--- config.mk ---
export PLATFORM = sky130hd
export DESIGN_NAME = pipe_mux_reg
export DESIGN_NICKNAME = d
export VERILOG_FILES = /design/src/rtl/pipe_mux_reg.sv
export SDC_FILE = /design/constraint.sdc
export NUM_CORES = 1
export LEC_CHECK = 0
export CAP_MARGIN = 20
export CORE_AREA = 2 2 93 95
export CTS_BUF_LIST = sky130_fd_sc_hd__clkbuf_4 sky130_fd_sc_hd__clkbuf_8
export DETAILED_ROUTE_END_ITERATION = 7
export DIE_AREA = 0 0 95 97
export HOLD_SLACK_MARGIN = 0.02
export PLACE_DENSITY = 0.83
export SLEW_MARGIN = 20
export SYNTH_ARGS = -nofsm -noshare
export SYNTH_HDL_FRONTEND = slang
export SYNTH_SLANG_ARGS = --single-unit
export TNS_END_PERCENT = 20
--- constraint.sdc ---
create_clock -name clk -period 3 [get_ports clk]
set_input_delay 0.6 -clock clk [delete_from_list [all_inputs] [get_ports clk]]
set_output_delay 0.6 -clock clk [all_outputs]
set_load 0.005 [all_outputs]
--- src/rtl/pipe_mux_reg.sv ---
// -----------------------------------------------------------------------------
// pipe_mux_reg
//   NUM_IN-way WIDTH-bit operand selector followed by a 2-entry skid buffer
//   with valid/ready flow control and a synchronous flush. The output side
//   (out_data, out_valid) and the input-side in_ready all come straight from
//   registers, so stalls and flushes never create a combinational ready path.
//
// Parameters:
//   WIDTH   data width of each channel and of out_data
//   NUM_IN  number of input channels (>= 2)
//   SEL_W   select width, derived from NUM_IN (not overridable)
//
// Ports:
//   clk        clock, rising edge
//   rst_n      asynchronous active-low reset
//   in_data    packed channels, channel k = in_data[k*WIDTH +: WIDTH]
//   sel        channel select, sampled together with in_valid
//   in_valid   upstream beat valid
//   in_ready   a beat can be accepted this cycle
//   out_data   data of the head beat
//   out_valid  head beat valid
//   out_ready  downstream accepts the head beat
//   flush      discard all held beats at the next edge
//   sel_err    (only with PIPE_MUX_SEL_ERR_EN) head beat was selected with an
//              out-of-range sel; meaningful only while out_valid=1
//
// Optional feature macro: PIPE_MUX_SEL_ERR_EN
// -----------------------------------------------------------------------------
module pipe_mux_reg #(
    parameter int  WIDTH  = 32,
    parameter int  NUM_IN = 4,
    localparam int SEL_W  = (NUM_IN > 1) ? $clog2(NUM_IN) : 1
) (
    input  logic                    clk,
    input  logic                    rst_n,
    input  logic [NUM_IN*WIDTH-1:0] in_data,
    input  logic [SEL_W-1:0]        sel,
    input  logic                    in_valid,
    output logic                    in_ready,
    output logic [WIDTH-1:0]        out_data,
    output logic                    out_valid,
    input  logic                    out_ready,
    input  logic                    flush
`ifdef PIPE_MUX_SEL_ERR_EN
   ,output logic                    sel_err
`endif
);

    // Encoding is {skid_valid, main_valid}, so the state bits themselves are
    // the registered in_ready / out_valid sources.
    typedef enum logic [1:0] {
        EMPTY = 2'b00,
        ONE   = 2'b01,
        FULL  = 2'b11
    } state_t;

    state_t           state, state_nxt;
    logic [WIDTH-1:0] main_data, skid_data;
    logic [WIDTH-1:0] sel_data;
    logic             accept, deliver;
    logic             load_main, load_skid, main_from_skid;

    // Channel select; an out-of-range sel matches no channel and yields zero.
    // NOTE: every always_comb output gets a default first so no latch is inferred.
    always_comb begin
        sel_data = '0;
        for (int k = 0; k < NUM_IN; k++) begin
            if (sel == SEL_W'(k)) sel_data = in_data[k*WIDTH +: WIDTH];
        end
    end

    assign in_ready  = ~state[1];
    assign out_valid = state[0];
    assign out_data  = main_data;

    assign accept  = in_valid && in_ready;
    assign deliver = out_valid && out_ready;

    always_comb begin
        state_nxt      = state;
        load_main      = 1'b0;
        load_skid      = 1'b0;
        main_from_skid = 1'b0;
        case (state)
            EMPTY: begin
                if (accept) begin
                    state_nxt = ONE;
                    load_main = 1'b1;
                end
            end
            ONE: begin
                if (deliver && accept) begin
                    load_main = 1'b1;
                end else if (deliver) begin
                    state_nxt = EMPTY;
                end else if (accept) begin
                    state_nxt = FULL;
                    load_skid = 1'b1;
                end
            end
            FULL: begin
                // in_ready is low here, so only the drain path exists.
                if (deliver) begin
                    state_nxt      = ONE;
                    main_from_skid = 1'b1;
                end
            end
            default: state_nxt = EMPTY;
        endcase
        // Flush wins over accept and deliver; data loads are left alone since
        // the cleared valids make the data registers don't-care.
        if (flush) state_nxt = EMPTY;
    end

    // NOTE: sequential state uses non-blocking assignments only, so every
    // register samples the pre-edge values of the others.
    always_ff @(posedge clk or negedge rst_n) begin
        if (!rst_n) state <= EMPTY;
        else        state <= state_nxt;
    end

    // NOTE: the data registers are reset too, because out_data must read zero
    // straight out of reset rather than whatever the flops powered up with.
    always_ff @(posedge clk or negedge rst_n) begin
        if (!rst_n) begin
            main_data <= '0;
            skid_data <= '0;
        end else begin
            if (load_main)           main_data <= sel_data;
            else if (main_from_skid) main_data <= skid_data;
            if (load_skid)           skid_data <= sel_data;
        end
    end

`ifdef PIPE_MUX_SEL_ERR_EN
    // Per-beat out-of-range flag travels through main/skid with its data.
    // For a power-of-two NUM_IN the compare is constant false.
    logic sel_oor;
    logic main_err, skid_err;

    assign sel_oor = ({1'b0, sel} >= (SEL_W+1)'(NUM_IN));
    assign sel_err = main_err;

    always_ff @(posedge clk or negedge rst_n) begin
        if (!rst_n) begin
            main_err <= 1'b0;
            skid_err <= 1'b0;
        end else if (flush) begin
            main_err <= 1'b0;
            skid_err <= 1'b0;
        end else begin
            if (load_main)           main_err <= sel_oor;
            else if (main_from_skid) main_err <= skid_err;
            if (load_skid)           skid_err <= sel_oor;
        end
    end
`endif

endmodule

======== Word level (Yosys, flattened, before mapping) ========
Index checks and enable logic that the tools add are counted.
word-level totals
  register bits after elaboration ......... 66
  input port bits ......................... 135
  output and inout port bits .............. 34
  logic and storage cells ................. 41
operators by class
  equality and inequality tests ........... 9
  mux-type cells .......................... 21
  bitwise logic cells ..................... 1
  reductions and logical operators ........ 7
operator list
  kind                count
  $mux 32             6
  $mux 2              6
  $ne 3x3->1 const B  3
  $mux 1              7
  $eq 2x2->1 const B  3
  $pmux 2 s3          1
  $eq 2x1->1 const B  2
  $logic_not 2->1     2
  $ne 4x4->1 const B  1
  $reduce_and 4->1    1
  $logic_and 1x1->1   3
  $pmux 1 s2          1
  $reduce_bool 2->1   1
  $not 1->1           1

======== Depth between registers and ports, before layout ========
Gate-level depths: netlist of run 1.
  word-level depth ........................ 7
  gate-level depth with buffers ........... 8
  depth with buffers taken out ............ 6

======== Least setup slack after synthesis of run 1 ========
No wires, ideal clock.
  kind .................................... input to register
  from .................................... input sel[0]
  to ...................................... register skid_data[12]
  library setup time ...................... 0.125 ns
  arrival ................................. 1.682 ns
  required time ........................... 2.875 ns
  slack ................................... 1.193 ns
  stages on the path ...................... 4
  path buffers ............................ 2
  cells stage by stage .................... buf_6 > buf_6 > mux4_1 > mux2_2
between the ends
  word-level cells in the longest chain between the ends .. 5
  elaborated cells on any way between the ends .. 8
  those cells by class .................... 3 x eq/ne; 4 x mux; 1 x reduce/logical
RTL lines
  element                 RTL line  RTL
  start: declaration      37        input logic [SEL_W-1:0] sel,
  $logic_not 2->1         68        if (sel == SEL_W'(k)) sel_data = in_data[k*WIDTH +: WIDTH];
  $mux 32 (3 in series)   68
  $mux 32 *               68
  end signal: assignment  131       if (load_skid) skid_data <= sel_data;
  end: declaration        58        logic [WIDTH-1:0] main_data, skid_data;
Mark *: on every way between the ends. The rest lies on a longest branch, timed or not.
A chain may end at the register's enable or synchronous reset.

======== Worst setup path after layout of run 1 ========
  from .................................... input out_ready
  to ...................................... register main_data[22] (netlist: out_data[22])
between the ends
  word-level cells in the longest chain between the ends .. 5
  elaborated cells on any way between the ends .. 8
  those cells by class .................... 5 x mux; 3 x reduce/logical
RTL lines
  element                                              RTL line  RTL
  start: declaration                                   42        input logic out_ready,
  $logic_and 1x1->1 *                                  77        assign deliver = out_valid && out_ready;
  $logic_and 1x1->1                                    92        if (deliver && accept) begin
  $mux 1                                               92
  $pmux 1 s2                                           84        case (state)
  $mux 32 / $reduce_bool 2->1 (equally long branches)  -
  end signal: assignment                               129       if (load_main) main_data <= sel_data;
  end signal: assignment                               130       else if (main_from_skid) main_data <= skid_data;
  end: declaration                                     58
Marks and branches as above.

==> key figures, run 1 <==
Route
  – Final antenna-violating net count: 0
  – Via/cell ratio: approximately 5.3
  – Drt first pass iters: 4
  – Wire length per cell: 17.0 um
  – Post-route DRC: 0
  – Post-Route WL: 9230 um
  – Via count: 2893
  – Initial DRC count: 87

Layout
  – Share of layout cells above drive strength 1: 17.5%
  – Final #Nets: between 500 and 600
  – # fillers: 583
  – Fin cells: 544
  – Area delta synth->final: 54.2%
  – ANT cells: 0

Clock tree
  – Clock buffer depth: 2
  – Root Buffer: clkbuf_8
  – TritonCTS Buffers: 9
  – CTS Hold Buffers Added: 0
  – CTS tree: done
  – Clk_lat worst skew: 0.33 ns
  – Post-CTS setup buffers: 0
  – CTS H-tree depth: 3
  – Post_cts resized: 0
  – Clock-pin slew on the worst setup and hold paths: 0.07 ns
  – Sink Count: 66

Floorplan
  – Die Ht: between 90 and 100 um
  – Die area: 9220 um2
  – Ports: 169
  – Starting Density: 45.1%
  – Row count: 33
  – Die W: ~95 um
  – Core Region: 8130 um2

Min path
  – Worst Hold Class: input port to async pin

Timing
  – RSZ-0062 raised after global routing: no
  – Clk_skew: 0.00818 ns
  – Worst setup margin: approximately 0.86 ns
  – Fin crit share: 71.3%
  – Final slew viol count: 0
  – Endpoints failing hold: 0
  – Slew HR: ~65%
  – FMAX: about 470 MHz
  – Fin Setup TNS: 0 ns
  – Crit path time final: 2.14 ns
  – Final setup vio count: 0
  – Least-Margin Pin Slew: 0.531 ns

GRT
  – Initial antenna violation count: 0
  – First-pass GRT wire length: 15200 um
  – Tot GR Track Use: 21.4%
  – Largest net degree at the start of global routing: 67
  – GR Overflow Total: 0
  – Number of global-route vias before repair: 3210

Critical path
  – R2r setup slk: 0.91 ns
  – Reg2reg start: state[0]
  – Reg-to-Reg End: skid_data[19]
  – Worst setup SP type: input port
  – Crit Path Max Fanout: 19
  – Critical Path End Type: flop
  – Crit path kind: input port to flop
  – WP data required: about 3.2 ns
  – Critical path data arrival time: 2.34 ns
  – R2R cell count: 5

Placement
  – Post-DP HPWL: slightly below 7000 um
  – Setup slack at placement: approximately 0.51 ns
  – Final Wtd Congestion: 0.720
  – Placed Instances: 529
  – I/O Buffers: 168

Yosys
  – Cell taking the most area after synthesis: dfrtp_1
  – Cells after Synth: 270
  – Synth Area per Inst: 13.6 um2
  – Most instantiated cells after synthesis: 66 x dfrtp_1, 34 x o21ai_0, 33 x nand2_1
  – Yosys cell types: 24
  – Post-synth ARST share: 100%
  – Sequential element share of the synthesized area: 45.0%
  – YS warnings: 0
  – Synth area leaders: dfrtp_1 45%, mux4_2 12%, mux2_2 9.8%
  – Flops & latches, synth: 66
  – Syn nets: 409
  – Most frequent cell after synthesis: dfrtp_1
  – Synth top area share: 45.0%
  – Mapped Area: 3670 um2
  – Top_reg_cell synth: dfrtp_1
  – EDFF count, synth: 0

Power
  – Leak: 0.00246 uW
  – Tot Pwr: 3940 uW
  – VDD IR max: 339 uV
  – PwrDens: 696 nW/um2

Flow run
  – Max cap viols: 0

Status
  – Status: completed
cell type report:
type / instances / area (um2) / area share, %
clock buffers: 10 / 138 / 2.43
clock inverters: 5 / 55.1 / 0.973
inverters: 2 / 7.51 / 0.133
multi-input cells: 182 / 1910 / 33.8
flip-flops and latches: 66 / 1650 / 29.2
well taps: 105 / 131 / 2.32
repair buffers: 174 / 1770 / 31.2
per-stage QoR:
stage,hold WS [ns],util (%),cell area (um2)
final,0.269,69.6,5660
after global placement,0.488,67.2,5470
after CTS,0.282,69.6,5660
after global routing,0.297,69.6,5660
after floorplan,0.304,-,3670
after detailed placement,0.496,67.2,5470
cells by family (layout without fill, tap and decap cells):
group           count (synthesis)  in the layout  synth area share (%)
buf+inv                        22            191                  3.58
flops                          66             66                  45.0
mux                            96             96                  39.5
fa+ha+maj                       4              4                  1.36
compound gates                 42             42                  5.97
simple gates                   40             40                  4.57
worst max-delay path, stage by stage:
cell             delay (ns)
clkdlybuf4s50_1        0.63
nand3_2                0.48
buf_12                 0.36
mux2i_1                0.17
o21ai_0                0.09
worst max path at each step:
| stage | startpoint | to | slack [ns] | cells past startpoint |
|---|---|---|---|---|
| floorplan | sel[0] | skid_data[12] | 1.19 | 4 |
| global placement | out_ready | out_data[30] | 0.61 | 5 |
| detailed placement | out_ready | out_data[19] | 0.51 | 5 |
| CTS | state[0] | out_valid | 0.87 | 1 |
| global route | out_ready | out_data[22] | 0.75 | 5 |
| finish | out_ready | out_data[22] | 0.86 | 5 |
per-layer routing:
layer  vias to the layer above  routed length [um]  global-route usage, %
li1                       1353                   -                      -
met1                      1419                3540                   25.0
met2                       112                4840                   37.2
met3                         9                 741                   6.31
met4                         0                 107                   6.91
met5                         -                   0                      0
report_power, final:
| group | internal, uW | switching, uW |
|---|---|---|
| logic | 1010 | 592 |
| registers | 1330 | 269 |
| clock network | 399 | 334 |
| total | 2750 | 1190 |
placed cells by master, fill, tap and decap left out:
master / netlist / layout
mux4_1: 13 / 13
and2b_1: 1 / 1
bufinv_16: 0 / 1
mux2_2: 32 / 32
nor2_4: 0 / 1
a21oi_1: 3 / 2
inv_1: 2 / 2
nand3b_1: 1 / 1
buf_4: 3 / 2
nand3_2: 0 / 1
a21boi_1: 1 / 1
clkbuf_8: 0 / 10
nand2_1: 33 / 33
mux2i_1: 32 / 32
o21a_1: 1 / 1
buf_12: 0 / 4
o21ai_0: 34 / 34
a21oi_4: 0 / 1
clkinv_2: 0 / 2
ha_1: 4 / 4
or4_1: 1 / 1
clkinvlp_4: 0 / 2
dfrtp_1: 66 / 66
buf_2: 6 / 2
mux4_2: 19 / 19
a31oi_1: 3 / 3
nand2b_1: 2 / 2
clkdlybuf4s50_1: 0 / 166
flip-flops by register name, indices dropped and copies added, names as in the netlist:
| name | flops |
|---|---|
| out_data | 32 |
| state | 2 |
| skid_data | 32 |
Note: power is estimated with default switching activity, not from simulation.
==> run 2, diff against run 1 <==
--- a/config.mk
+++ b/config.mk
@@ -6,12 +6,12 @@
 export NUM_CORES = 1
 export LEC_CHECK = 0
 export CAP_MARGIN = 20
-export CORE_AREA = 2 2 93 95
+export CORE_AREA = 2 2 96 98
 export CTS_BUF_LIST = sky130_fd_sc_hd__clkbuf_4 sky130_fd_sc_hd__clkbuf_8
 export DETAILED_ROUTE_END_ITERATION = 7
-export DIE_AREA = 0 0 95 97
+export DIE_AREA = 0 0 98 100
 export HOLD_SLACK_MARGIN = 0.02
-export PLACE_DENSITY = 0.83
+export PLACE_DENSITY = 0.78
 export SLEW_MARGIN = 20
 export SYNTH_ARGS = -nofsm -noshare
 export SYNTH_HDL_FRONTEND = slang
==> constraint.sdc (replaced) <==
create_clock -name clk -period 2.14 [get_ports clk]
set_input_delay 0.428 -clock clk [delete_from_list [all_inputs] [get_ports clk]]
set_output_delay 0.428 -clock clk [all_outputs]
set_load 0.005 [all_outputs]
==> run 2 against run 1 <==
  * Largest cell class unchanged
  * Worst hold slack got worse by 0.17 ns
  * Flip-flop and latch count did not move
  * Critical endpoint is now out_valid
  * Register-to-register slack worse by 0.63 ns
==> key figures, run 2 (same netlist as run 1, synthesis figures left out) <==
Critical path
  – Critical Path End Type: primary output
  – Crit Path Max Fanout: 7
  – Max incr delay on CP: 0.51 ns
  – Crit path max-delay family: buffers and inverters
  – CP Buf/Inv Count: 2
  – WP data required: 1.71 ns
  – Highest-delay cell along the critical path: clkdlybuf4s50_1
  – CP Cell Sequence: buf_4 -> clkdlybuf4s50_1
  – Critical path data arrival time: 1.46 ns
  – Crit path kind: flop to primary output
  – Worst setup SP type: flop

Clock tree
  – Clock buffer depth: 2
  – Post_cts resized: 0
  – CTS Hold Buffers Added: 0
  – TritonCTS Buffers: 9
  – CTS tree: done
  – CTS H-tree depth: 3
  – Sink Count: 66
  – Clk_lat worst skew: about 0.33 ns
  – Post-CTS setup buffers: 0
  – Clock-pin slew on the worst setup and hold paths: 0.07 ns
  – Root Buffer: clkbuf_8

Timing
  – Final setup vio count: 0
  – Crit path time final: about 1.9 ns
  – Hold WS: around 0.1 ns
  – FMAX: 530 MHz
  – Least-Margin Pin Slew: 0.344 ns
  – Fin Setup TNS: 0 ns
  – RSZ-0062 raised after global routing: no
  – Endpoints failing hold: 0
  – Clk_skew: between 0.009 and 0.01 ns
  – Final slew viol count: 0
  – Slew HR: between 70% and 80%
  – Fin crit share: between 80% and 90%

Floorplan
  – Die area: 9800 um2
  – Row count: 35
  – Die W: 98 um
  – Ports: 169
  – Core Region: slightly below 9000 um2
  – Die Ht: 100 um
  – Starting Density: about 41%

Route
  – Final antenna-violating net count: 0
  – Initial DRC count: 55
  – Wire length per cell: ~16 um
  – Drt first pass iters: 6
  – Post-Route WL: 8850 um
  – Post-route DRC: 0
  – Via/cell ratio: slightly above 5
  – Via count: 2875

Min path
  – Worst Hold Class: input port to async pin

Power
  – PwrDens: 965 nW/um2
  – VDD IR max: 402 uV
  – Leak: 0.00249 uW
  – Tot Pwr: 5520 uW

GRT
  – Number of global-route vias before repair: 3099
  – First-pass GRT wire length: roughly 14000 um
  – Initial antenna violation count: 1
  – Tot GR Track Use: 18.6%
  – GR Overflow Total: 0
  – Largest net degree at the start of global routing: 67

Flow run
  – Max cap viols: 0

Placement
  – I/O Buffers: 168
  – Final Wtd Congestion: 0.790
  – Post-DP HPWL: 6540 um

Status
  – Status: completed

Layout
  – Commonest cells after routing, fill and taps aside: 166 x clkdlybuf4s50_1, 66 x dfrtp_1, 34 x o21ai_0, 33 x nand2_1
  – ANT cells: 0
  – Most common cell after layout, fill and taps aside: clkdlybuf4s50_1
  – Area delta synth->final: 55.9%
  – Final #Nets: a little under 600
  – Share of layout cells above drive strength 1: 18.1%
## run 2: worst paths after layout
path / from / end / slack [ns] / cells after the start
min in group clk: skid_data[12] / skid_data[12] / 0.51 / 1
min reg2reg: skid_data[12] / skid_data[12] / 0.51 / 1
min: rst_n / out_data[0] / 0.1 / 2
max: state[0] / out_valid / 0.25 / 2
max in group asynchronous: rst_n / skid_data[12] / 1.76 / 2
max reg2reg: state[1] / state[0] / 0.28 / 6
## run 2: per-layer routing
metal  share of wire (%)  vias to the layer above  routed length [um]  global-route usage, %
li1                    -                     1361                   -                      -
met5                0.15                        -                  13                      0
met2                  52                      113                4570                   33.2
met3                 9.3                       16                 824                   6.89
met1                  37                     1383                3270                   19.9
met4                 2.0                        2                 176                   7.59
## run 2: cell type report
type | instances | area (um2)
Clock inverter | 5 | 56.3
Sequential cell | 66 | 1650
Inverter | 2 | 7.51
Tap cell | 111 | 139
Fill cell | 678 | 3170
Timing Repair Buffer | 177 | 1830
Multi-Input combinational cell | 182 | 1910
Clock buffer | 10 | 131
## run 2: report_power, final
part | internal, uW | switching, uW | total (uW) | leakage, uW
Clock | 543 | 461 | 1000 | 0.0000955
Sequential | 1870 | 327 | 2200 | 0.000801
Combinational | 1480 | 844 | 2320 | 0.00159
## run 2: per-stage QoR
step                      utilization, %  setup WS, ns  std cells  instance area (um2)
after floorplan                        -         0.348        270                 3670
after global placement              62.3         0.206        538                 5540
after detailed placement            62.3         0.177        538                 5540
after CTS                           64.4         0.233        553                 5720
after global routing                64.4         0.129        553                 5720
final                               64.4         0.255        553                 5720
